--- config.mk ---
export PLATFORM = sky130hd
export DESIGN_NAME = oled_pixel_streamer_flat
export DESIGN_NICKNAME = d
export VERILOG_FILES = /design/src/rtl/oled_pixel_streamer_if.sv /design/src/rtl/oled_pixel_streamer.sv /design/src/flat_wrapper.sv
export SDC_FILE = /design/constraint.sdc
export NUM_CORES = 1
export LEC_CHECK = 0
export BUFFER_PORTS_ARGS = -buffer_cell sky130_fd_sc_hd__buf_2
export CORE_ASPECT_RATIO = 0.6
export CORE_MARGIN = 2
export CORE_UTILIZATION = 50
export CTS_CLUSTER_DIAMETER = 30
export CTS_CLUSTER_SIZE = 30
export DETAILED_ROUTE_END_ITERATION = 6
export PLACE_DENSITY = 0.76
export RECOVER_POWER = 25
export SLEW_MARGIN = 5
export SYNTH_ARGS = -nofsm -noshare
export SYNTH_HDL_FRONTEND = slang
export SYNTH_SLANG_ARGS = --single-unit
--- constraint.sdc ---
create_clock -name clk -period 2.3 [get_ports clk]
set_input_delay 0 -clock clk [delete_from_list [all_inputs] [get_ports clk]]
set_output_delay 0 -clock clk [all_outputs]
set_load 0.05 [all_outputs]
--- src/rtl/oled_pixel_streamer_if.sv ---
// Byte stream toward the SPI shifter plus the framebuffer read port, as seen
// from the streamer (master) and from the downstream/memory side (slave).
interface oled_pixel_streamer_if;
    logic        out_valid;
    logic        out_ready;
    logic [7:0]  out_data;
    logic        out_dc;
    logic        pix_rd;
    logic [6:0]  pix_x;
    logic [5:0]  pix_y;
    logic [15:0] pix_data;

    modport master (
        output out_valid, out_data, out_dc, pix_rd, pix_x, pix_y,
        input  out_ready, pix_data
    );

    modport slave (
        input  out_valid, out_data, out_dc, pix_rd, pix_x, pix_y,
        output out_ready, pix_data
    );
endinterface

--- src/rtl/oled_pixel_streamer.sv ---
// Emits the OLED window-setup command bytes, then every RGB565 pixel of a
// WIDTH x HEIGHT raster as two data bytes (high first) on a valid/ready stream.
module oled_pixel_streamer #(
    parameter int WIDTH       = 96,
    parameter int HEIGHT      = 64,
    parameter bit AUTO_REPEAT = 1'b0
) (
    input  logic                  clk,
    input  logic                  resetn,
    input  logic                  start,
    output logic                  busy,
    output logic                  frame_done,
    oled_pixel_streamer_if.master bus
);

    typedef enum logic [2:0] {
        S_IDLE,
        S_CMD,
        S_FETCH,
        S_WAIT,
        S_HI,
        S_LO,
        S_DONE
    } state_t;

    localparam logic [6:0]  X_LAST  = 7'(WIDTH - 1);
    localparam logic [5:0]  Y_LAST  = 6'(HEIGHT - 1);
    localparam logic [2:0]  CMD_END = 3'd5;
    // Column range then row range, each: opcode, first, last.
    localparam logic [47:0] CMD_SEQ = {8'h15, 8'h00, 8'(WIDTH - 1),
                                       8'h75, 8'h00, 8'(HEIGHT - 1)};

    logic [7:0] cmd_rom [6];

    for (genvar gi = 0; gi < 6; gi++) begin : g_cmd_rom
        assign cmd_rom[gi] = CMD_SEQ[47 - 8 * gi -: 8];
    end

    state_t     state_reg;
    logic       busy_reg;
    logic       frame_done_reg;
    logic       pix_rd_reg;
    logic       out_valid_reg;
    logic       out_dc_reg;
    logic [7:0] out_data_reg;
    logic [6:0] pix_x_reg;
    logic [5:0] pix_y_reg;
    logic [2:0] cmd_idx_reg;
    logic [7:0] pixel_lo_reg;
    logic       xfer;

    assign xfer = out_valid_reg && bus.out_ready;

    always_ff @(posedge clk or negedge resetn) begin
        if (!resetn) begin
            state_reg      <= S_IDLE;
            busy_reg       <= 1'b0;
            frame_done_reg <= 1'b0;
            pix_rd_reg     <= 1'b0;
            out_valid_reg  <= 1'b0;
            out_dc_reg     <= 1'b0;
            out_data_reg   <= 8'h00;
            pix_x_reg      <= 7'd0;
            pix_y_reg      <= 6'd0;
            cmd_idx_reg    <= 3'd0;
            pixel_lo_reg   <= 8'h00;
        end else begin
            frame_done_reg <= 1'b0;
            pix_rd_reg     <= 1'b0;
            case (state_reg)
                S_IDLE: begin
                    if (start) begin
                        state_reg     <= S_CMD;
                        busy_reg      <= 1'b1;
                        out_valid_reg <= 1'b1;
                        out_dc_reg    <= 1'b0;
                        out_data_reg  <= cmd_rom[0];
                        cmd_idx_reg   <= 3'd0;
                    end
                end
                S_CMD: begin
                    if (xfer) begin
                        if (cmd_idx_reg == CMD_END) begin
                            state_reg     <= S_FETCH;
                            out_valid_reg <= 1'b0;
                            pix_rd_reg    <= 1'b1;
                            pix_x_reg     <= 7'd0;
                            pix_y_reg     <= 6'd0;
                        end else begin
                            cmd_idx_reg  <= cmd_idx_reg + 3'd1;
                            out_data_reg <= cmd_rom[cmd_idx_reg + 3'd1];
                        end
                    end
                end
                S_FETCH: begin
                    state_reg <= S_WAIT;
                end
                S_WAIT: begin
                    // Read data is valid exactly one cycle after the strobe.
                    state_reg     <= S_HI;
                    out_valid_reg <= 1'b1;
                    out_dc_reg    <= 1'b1;
                    out_data_reg  <= bus.pix_data[15:8];
                    pixel_lo_reg  <= bus.pix_data[7:0];
                end
                S_HI: begin
                    if (xfer) begin
                        state_reg    <= S_LO;
                        out_data_reg <= pixel_lo_reg;
                    end
                end
                S_LO: begin
                    if (xfer) begin
                        out_valid_reg <= 1'b0;
                        if (pix_x_reg < X_LAST) begin
                            pix_x_reg  <= pix_x_reg + 7'd1;
                            pix_rd_reg <= 1'b1;
                            state_reg  <= S_FETCH;
                        end else if (pix_y_reg < Y_LAST) begin
                            pix_x_reg  <= 7'd0;
                            pix_y_reg  <= pix_y_reg + 6'd1;
                            pix_rd_reg <= 1'b1;
                            state_reg  <= S_FETCH;
                        end else begin
                            frame_done_reg <= 1'b1;
                            state_reg      <= S_DONE;
                        end
                    end
                end
                S_DONE: begin
                    if (AUTO_REPEAT) begin
                        state_reg     <= S_CMD;
                        out_valid_reg <= 1'b1;
                        out_dc_reg    <= 1'b0;
                        out_data_reg  <= cmd_rom[0];
                        cmd_idx_reg   <= 3'd0;
                    end else begin
                        state_reg <= S_IDLE;
                        busy_reg  <= 1'b0;
                    end
                end
                default: begin
                    state_reg     <= S_IDLE;
                    busy_reg      <= 1'b0;
                    out_valid_reg <= 1'b0;
                end
            endcase
        end
    end

    assign busy          = busy_reg;
    assign frame_done    = frame_done_reg;
    assign bus.pix_rd    = pix_rd_reg;
    assign bus.pix_x     = pix_x_reg;
    assign bus.pix_y     = pix_y_reg;
    assign bus.out_valid = out_valid_reg;
    assign bus.out_data  = out_data_reg;
    assign bus.out_dc    = out_dc_reg;

endmodule

--- src/flat_wrapper.sv ---
// flat-port wrapper written by rule: the top's interface ports become plain ports
module oled_pixel_streamer_flat 
#(
    parameter int WIDTH       = 96,
    parameter int HEIGHT      = 64,
    parameter bit AUTO_REPEAT = 1'b0
)
  (clk, resetn, start, busy, frame_done, bus_out_valid, bus_out_data, bus_out_dc, bus_pix_rd, bus_pix_x, bus_pix_y, bus_out_ready, bus_pix_data);
  oled_pixel_streamer_if bus_i ();
  input  logic clk;
  input  logic resetn;
  input  logic start;
  output logic busy;
  output logic frame_done;
  output wire logic [$bits(bus_i.out_valid)-1:0] bus_out_valid;
  output wire logic [$bits(bus_i.out_data)-1:0] bus_out_data;
  output wire logic [$bits(bus_i.out_dc)-1:0] bus_out_dc;
  output wire logic [$bits(bus_i.pix_rd)-1:0] bus_pix_rd;
  output wire logic [$bits(bus_i.pix_x)-1:0] bus_pix_x;
  output wire logic [$bits(bus_i.pix_y)-1:0] bus_pix_y;
  input wire logic [$bits(bus_i.out_ready)-1:0] bus_out_ready;
  input wire logic [$bits(bus_i.pix_data)-1:0] bus_pix_data;
  assign bus_out_valid = bus_i.out_valid;
  assign bus_out_data = bus_i.out_data;
  assign bus_out_dc = bus_i.out_dc;
  assign bus_pix_rd = bus_i.pix_rd;
  assign bus_pix_x = bus_i.pix_x;
  assign bus_pix_y = bus_i.pix_y;
  assign bus_i.out_ready = bus_out_ready;
  assign bus_i.pix_data = bus_pix_data;
  oled_pixel_streamer #(.WIDTH(WIDTH), .HEIGHT(HEIGHT), .AUTO_REPEAT(AUTO_REPEAT)) u_core (.clk(clk), .resetn(resetn), .start(start), .busy(busy), .frame_done(frame_done), .bus(bus_i));
endmodule
==> results of run 1 <==
routing by layer:
metal / up-vias / track usage (%)
met3: 6 / 5.28
met5: - / 0
met2: 74 / 31.2
li1: 974 / -
met4: 0 / 7.07
met1: 916 / 38.6
metrics by stage:
step	setup WS, ns	util [%]	hold WS, ns	power [mW]
CTS	0.272	65.3	0.0222	3.22
floorplan	0.100	-	-0.296	2.22
global placement	0.364	59.9	0.169	2.58
finish	0.249	64.6	0.0312	3.20
detailed placement	0.289	59.9	0.176	2.63
global route	0.113	64.6	0.0442	3.43
power by group:
part,leakage (nW),switching (mW),internal (mW)
logic,0.660,0.976,0.519
clock network,0.0541,0.254,0.321
registers,0.504,0.209,0.922
total,1.22,1.44,1.76
final timing paths:
kind	end	slack (ns)
max	u_core.bus.pix_y[3]$_DFFE_PN0P_	0.25
min	u_core.state_reg[0]$_DFFE_PN0P_	0.03
max reg2reg	u_core.bus.pix_y[3]$_DFFE_PN0P_	0.25
min reg2reg	u_core.pixel_lo_reg[6]$_DFFE_PN0P_	0.49
max in group asynchronous	u_core.bus.pix_x[2]$_DFFE_PN0P_	1.29
min in group asynchronous	u_core.bus.pix_y[4]$_DFFE_PN0P_	0.41
critical path, cell delays in order, from the launching register on:
cell and delay, ns:
dfrtp_1 0.45, ha_1 0.31, and2_4 0.19, or4b_4 0.51, mux2_4 0.31, a22o_1 0.17
cell families after synthesis:
group	Yosys count	share of synthesized area, %
DFF	40	46.6
muxes	5	2.68
AOI/OAI and AO/OA	72	22.5
and+or+nand+nor	92	20.4
xor gates and xnor gates	1	0.408
adders and majority gates	6	3.50
buffers and inverters	22	3.90
placed cells by master (no fill, tap or decap), types with 2 or more instances in the layout:
cell type	count
a21oi_1	17
a221o_1	3
a22o_1	11
a31o_2	2
a31oi_1	2
buf_2	21
buf_4	9
clkbuf_1	23
clkbuf_8	5
dfrtp_1	40
dlygate4sd3_1	11
ha_1	6
inv_1	10
mux2_2	2
mux2i_1	2
nand2_1	48
nand2b_1	2
nand3_1	5
nor2_1	10
nor3_1	8
o211ai_1	2
o21ai_0	18
o22a_1	3
or3_1	4
layout make-up:
| cell class | count | area [µm²] | area share [%] |
|---|---|---|---|
| multi-input combinational | 176 | 1060 | 39.9 |
| sequential | 40 | 1000 | 37.6 |
| timing repair buffer | 65 | 374 | 14.1 |
| tap | 60 | 75.1 | 2.82 |
| clock buffer | 5 | 68.8 | 2.59 |
| clock inverter | 3 | 42.5 | 1.60 |
| inverter | 10 | 37.5 | 1.41 |
timing repair:
item                                   in CTS  in global routing
endpoints found under the hold margin      50                  0
hold buffers                               11                  0
gates resized for setup                     0                  0
==> results.md, run 1 <==
- Status: completed
- Die height: 54.8 µm
- Post-synth cell types: 52
- Yosys warning count: 0
- Cell Area, Placed: 0.00247 mm²
- Worst setup SP type: flop
- Fillers: 355
- Worst-path clk slew: 0.08 ns
- HPWL Detailed: 3.73 mm
- Period Utilization, post-route: 89.2%
- FF-to-FF path depth: 5
- CP Class: reg2reg
- Post-CTS setup buffers: 0
- Top cells by area, synth: dfrtp_1 47%, nand2_1 8.4%, a22o_1 4.5%
- Avg WL per Cell: 14.5 µm
- RSZ-0062 raised after global routing: no
- CP Capture Type: flop
- Routed wl met3: 313 µm
- Total length of routed wires: 5.21 mm
- H-tree levels: 2
- Nets: 324
- DRC violations left: 0
- Root cell of the clock tree: clkbuf_8
- Clk sink count: 40
- P&R area growth vs syn: 24.0%
- Vias: 1970
- Placer Congestion: 0.892
- Top routing layer in use: met4
- CP Data Arrival Time: 2.24 ns
- Fin cells: 359
- First-pass DRT Iterations: 5
- Ratio of cells with drive above 1 in the final layout: 16.4%
- Hold depth: 3
- CP Max Fanout: 6
- Worst VDD drop: 0.563 mV
- GR Overflow Total: 0
- Vias in the first global route: 1749
- Clk_lat worst skew: 0.29 ns
- First-pass GRT wire length: 8.63 mm
- Tmin final: 2.05 ns
- Most frequent cell after synthesis: nand2_1
- Most used DFF post-synth: dfrtp_1
- Die area: 0.00485 mm²
- TritonCTS buffer count: 5
- Largest net degree at the start of global routing: 41
- Starting Density: 52.1%
- Fmax: 0.488 GHz
- Placed cells: 340
- Ys async rst share: 100%
- CP Launch Point: u_core.bus.pix_y[0]$_DFFE_PN0P_
- Setup TNS: 0 ns
- Hold_sp: start
- Power per Cell Area: 1200 mW/mm²
- Cell taking the most area after synthesis: dfrtp_1
- Worst Skew: 0.00493 ns
- Buffers on Ports: 45
- Met2 Routed Length: 2.09 mm
- P_leak: 1.22 nW
- Post-route ant nets: 0
- Relative slew slack: 35.0%
- Max Cap Violations: 0
- Hold Fails Final Rpt: 0
- Syn Area/Cell: 9.02 µm²
- Worst hold path type: in2reg
- Die X: 88.6 µm
- Synth Instances: 238
- Seq/Total Area, Yosys: 46.6%
- Clk buf depth: 2
- # diodes: 0
- Row count: 18
- Io pins: 46
- Setup violators final: 0
- CTS tree: yes
- Number of flops mapped to enable cells by yosys: 0
- Area of the mapped netlist: 0.00215 mm²
- Initial drt markers: 160
- Max-slew violations: 0
- Total GRT Usage: 24.0%
- Launch instance of the worst register-to-register path: u_core.bus.pix_y[0]$_DFFE_PN0P_
- Syn Nets: 264
- Core Area: 0.00412 mm²
- Vias per Instance: 5.49
- FF+latch count, synth: 40
- Top-area cell type share of the netlist area: 46.6%
- Worst-margin pin slew: 0.975 ns
- Initial antenna violation count: 0
- WP data required: 2.48 ns
- WL met1: 2.77 mm
- Most frequent cells after synthesis: 48 x nand2_1, 40 x dfrtp_1, 18 x o21ai_0, 17 x a21oi_1
- Fin area: 0.00266 mm²
(Power assumes the default switching activity.)
==> inputs of run 2 (changes only) <==
--- a/config.mk
+++ b/config.mk
@@ -7,11 +7,11 @@
 export LEC_CHECK = 0
 export BUFFER_PORTS_ARGS = -buffer_cell sky130_fd_sc_hd__buf_2
 export CORE_ASPECT_RATIO = 0.6
-export CORE_MARGIN = 2
 export CORE_UTILIZATION = 50
 export CTS_CLUSTER_DIAMETER = 30
 export CTS_CLUSTER_SIZE = 30
 export DETAILED_ROUTE_END_ITERATION = 6
+export GPL_TIMING_DRIVEN = 0
 export PLACE_DENSITY = 0.76
 export RECOVER_POWER = 25
 export SLEW_MARGIN = 5
==> run 2 against run 1 <==
  * The run now ends with DRC left
  * Power shrank 3.7%
  * Cell count grew 0.84%
  * Routed wire length grew 1.5%
  * Clock skew grew 0.0012 ns
  * Non-clock buffer count grew 3
  * Largest power group unchanged
  * Highest routed layer unchanged
==> results.md, run 2 (same netlist as run 1, synthesis figures left out) <==
- Commonest non-fill, non-tap cell in the layout: nand2_1
- Total length of routed wires: 5.29 mm
- Worst VDD drop: 0.599 mV
- Area of the multi-input gates: 0.00106 mm²
- Max stage delay on crit path: 0.46 ns
- CP Depth: 7
- Largest net degree at the start of global routing: 41
- Hold_sp: start
- CP Max Fanout: 10
- Initial drt markers: 171
- Starting Density: 52.1%
- CTS tree: yes
- Slowest-stage cell, CP: dfrtp_1
- Most frequent CP cell: a21oi_1
- Nets: 327
- Relative slew slack: 33.1%
- Vias in the first global route: 1723
- Launch instance of the worst register-to-register path: u_core.cmd_idx_reg[0]$_DFFE_PN0P_
- FF-to-FF path depth: 7
- Clk buf depth: 2
- Setup violators final: 0
- First-pass DRT Iterations: 7
- Worst-path clk slew: 0.08 ns
- GR Overflow Total: 0
- Io pins: 46
- Cell Chain, Critical Path: ha_1 -> a21o_1 -> nand4b_1 -> buf_1 -> a21oi_1 -> a41oi_1 -> a21oi_1
- Period Utilization, post-route: 92.3%
- Placer Congestion: 0.817
- Fillers: 387
- Max Cap Violations: 0
- Worst setup SP type: flop
- Hold Path Sink: u_core.state_reg[0]$_DFFE_PN0P_
- Status: complete, but fails checks
- Worst-margin pin slew: 1.00 ns
- RSZ-0062 raised after global routing: no
- Vias per Instance: 5.59
- Worst hold path type: in2reg
- Vias: 2023
- FF+latch area: 0.00100 mm²
- Post-route ant nets: 0
- Power per Cell Area: 1180 mW/mm²
- Fmax: 0.471 GHz
- P_leak: 1.18 nW
- Die area: 0.00457 mm²
- Hold depth: 3
- Crit-path leading delay family: compound AO/OA/AOI/OAI gates
- Core Area: 0.00412 mm²
- Final Hold Slack: 0.0310 ns
- P&R area growth vs syn: 22.0%
- # diodes: 0
- Root cell of the clock tree: clkbuf_8
- Die X: 86.6 µm
- Ratio of cells with drive above 1 in the final layout: 12.9%
- Buffers plus inverters on the worst setup path: 1
- Setup TNS: 0 ns
- Tmin final: 2.12 ns
- Buffers on Ports: 45
- Worst Skew: 0.00615 ns
- CP Capture Type: flop
- CP Data Arrival Time: 2.30 ns
- CP Class: reg2reg
- Clk_lat worst skew: 0.30 ns
- First-pass GRT wire length: 8.42 mm
- Flop2flop setup slack: 0.18 ns
- Commonest cells after routing, fill and taps aside: 48 x nand2_1, 40 x dfrtp_1, 35 x clkbuf_1
- Initial antenna violation count: 0
- Post-CTS setup buffers: 0
- HPWL Detailed: 3.75 mm
- Total GRT Usage: 25.1%
- H-tree levels: 2
- Die height: 52.8 µm
- Avg WL per Cell: 14.6 µm
- Max-slew violations: 0
- TritonCTS buffer count: 5
- WP data required: 2.48 ns
- Row count: 18
- DRC violations left: 1
- Hold Fails Final Rpt: 0
- Clk sink count: 40
- Worst r2r dst: u_core.bus.pix_y[4]$_DFFE_PN0P_
- Violated checks: DRC
==> run 2: cell types whose count changed in the layout (fill, tap and decap cells not counted), sizes merged <==
| cell | previous run | this run |
|---|---|---|
| clkbuf | 29 | 42 |
| clkinvlp | 1 | 0 |
| bufinv | 1 | 0 |
| buf | 30 | 21 |
| clkinv | 1 | 2 |
==> run 2: metrics by stage <==
| step | util (%) | power (mW) | instance area [µm²] | setup slack, ns | instances |
|---|---|---|---|---|---|
| floorplan | - | 2.22 | 2150 | 0.100 | 238 |
| global placement | 59.4 | 2.56 | 2450 | 0.225 | 343 |
| detailed placement | 59.4 | 2.60 | 2450 | 0.225 | 343 |
| CTS | 64.3 | 3.10 | 2650 | 0.199 | 362 |
| global route | 63.5 | 3.30 | 2620 | 0.000606 | 362 |
| finish | 63.5 | 3.08 | 2620 | 0.177 | 362 |
==> run 2: timing repair <==
action | CTS | global route
endpoints found under the setup margin | 0 | 1
resized for setup | 0 | 1
hold buffers | 11 | 0
endpoints found under the hold margin | 50 | 0
==> run 2: cell type report <==
| cell class | count | share of cell area [%] |
|---|---|---|
| clock buffers | 6 | 3.15 |
| multi-input cells | 176 | 40.6 |
| flip-flops and latches | 40 | 38.2 |
| clock inverters | 2 | 0.382 |
| inverters | 10 | 1.43 |
| repair buffers | 56 | 11.6 |
| plain buffers | 12 | 1.77 |
| well taps | 60 | 2.87 |
==> run 2: per-layer routing <==
metal	share of wire, %	vias up	global-route usage, %	wire [µm]
met1	52	965	40.4	2760
met3	5.6	11	5.35	296
met5	0	-	0	0
met2	41	65	31.6	2160
li1	-	982	-	-
met4	1.4	0	9.17	72
==> run 2: worst min-delay path, stage by stage <==
cell and delay (ns):
buf_2 0.15, o21ai_0 0.08, o21ai_0 0.06
==> run 2: report_power, final <==
group | total (mW) | internal (mW) | switching [mW] | leakage (nW)
clock network | 0.484 | 0.239 | 0.245 | 0.0510
logic | 1.49 | 0.484 | 1.01 | 0.626
registers | 1.11 | 0.922 | 0.185 | 0.504
==> run 2: worst max-delay path by stage <==
stage	startpoint	end	slack (ns)
floorplan	u_core.bus.pix_x[0]$_DFFE_PN0P_	u_core.bus.pix_y[3]$_DFFE_PN0P_	0.10
global placement	u_core.cmd_idx_reg[1]$_DFFE_PN0P_	u_core.bus.pix_y[2]$_DFFE_PN0P_	0.22
detailed placement	u_core.cmd_idx_reg[1]$_DFFE_PN0P_	u_core.bus.pix_y[2]$_DFFE_PN0P_	0.22
CTS	u_core.cmd_idx_reg[1]$_DFFE_PN0P_	u_core.bus.pix_y[2]$_DFFE_PN0P_	0.20
global route	u_core.cmd_idx_reg[0]$_DFFE_PN0P_	u_core.bus.pix_y[4]$_DFFE_PN0P_	0.0006
finish	u_core.cmd_idx_reg[0]$_DFFE_PN0P_	u_core.bus.pix_y[4]$_DFFE_PN0P_	0.18
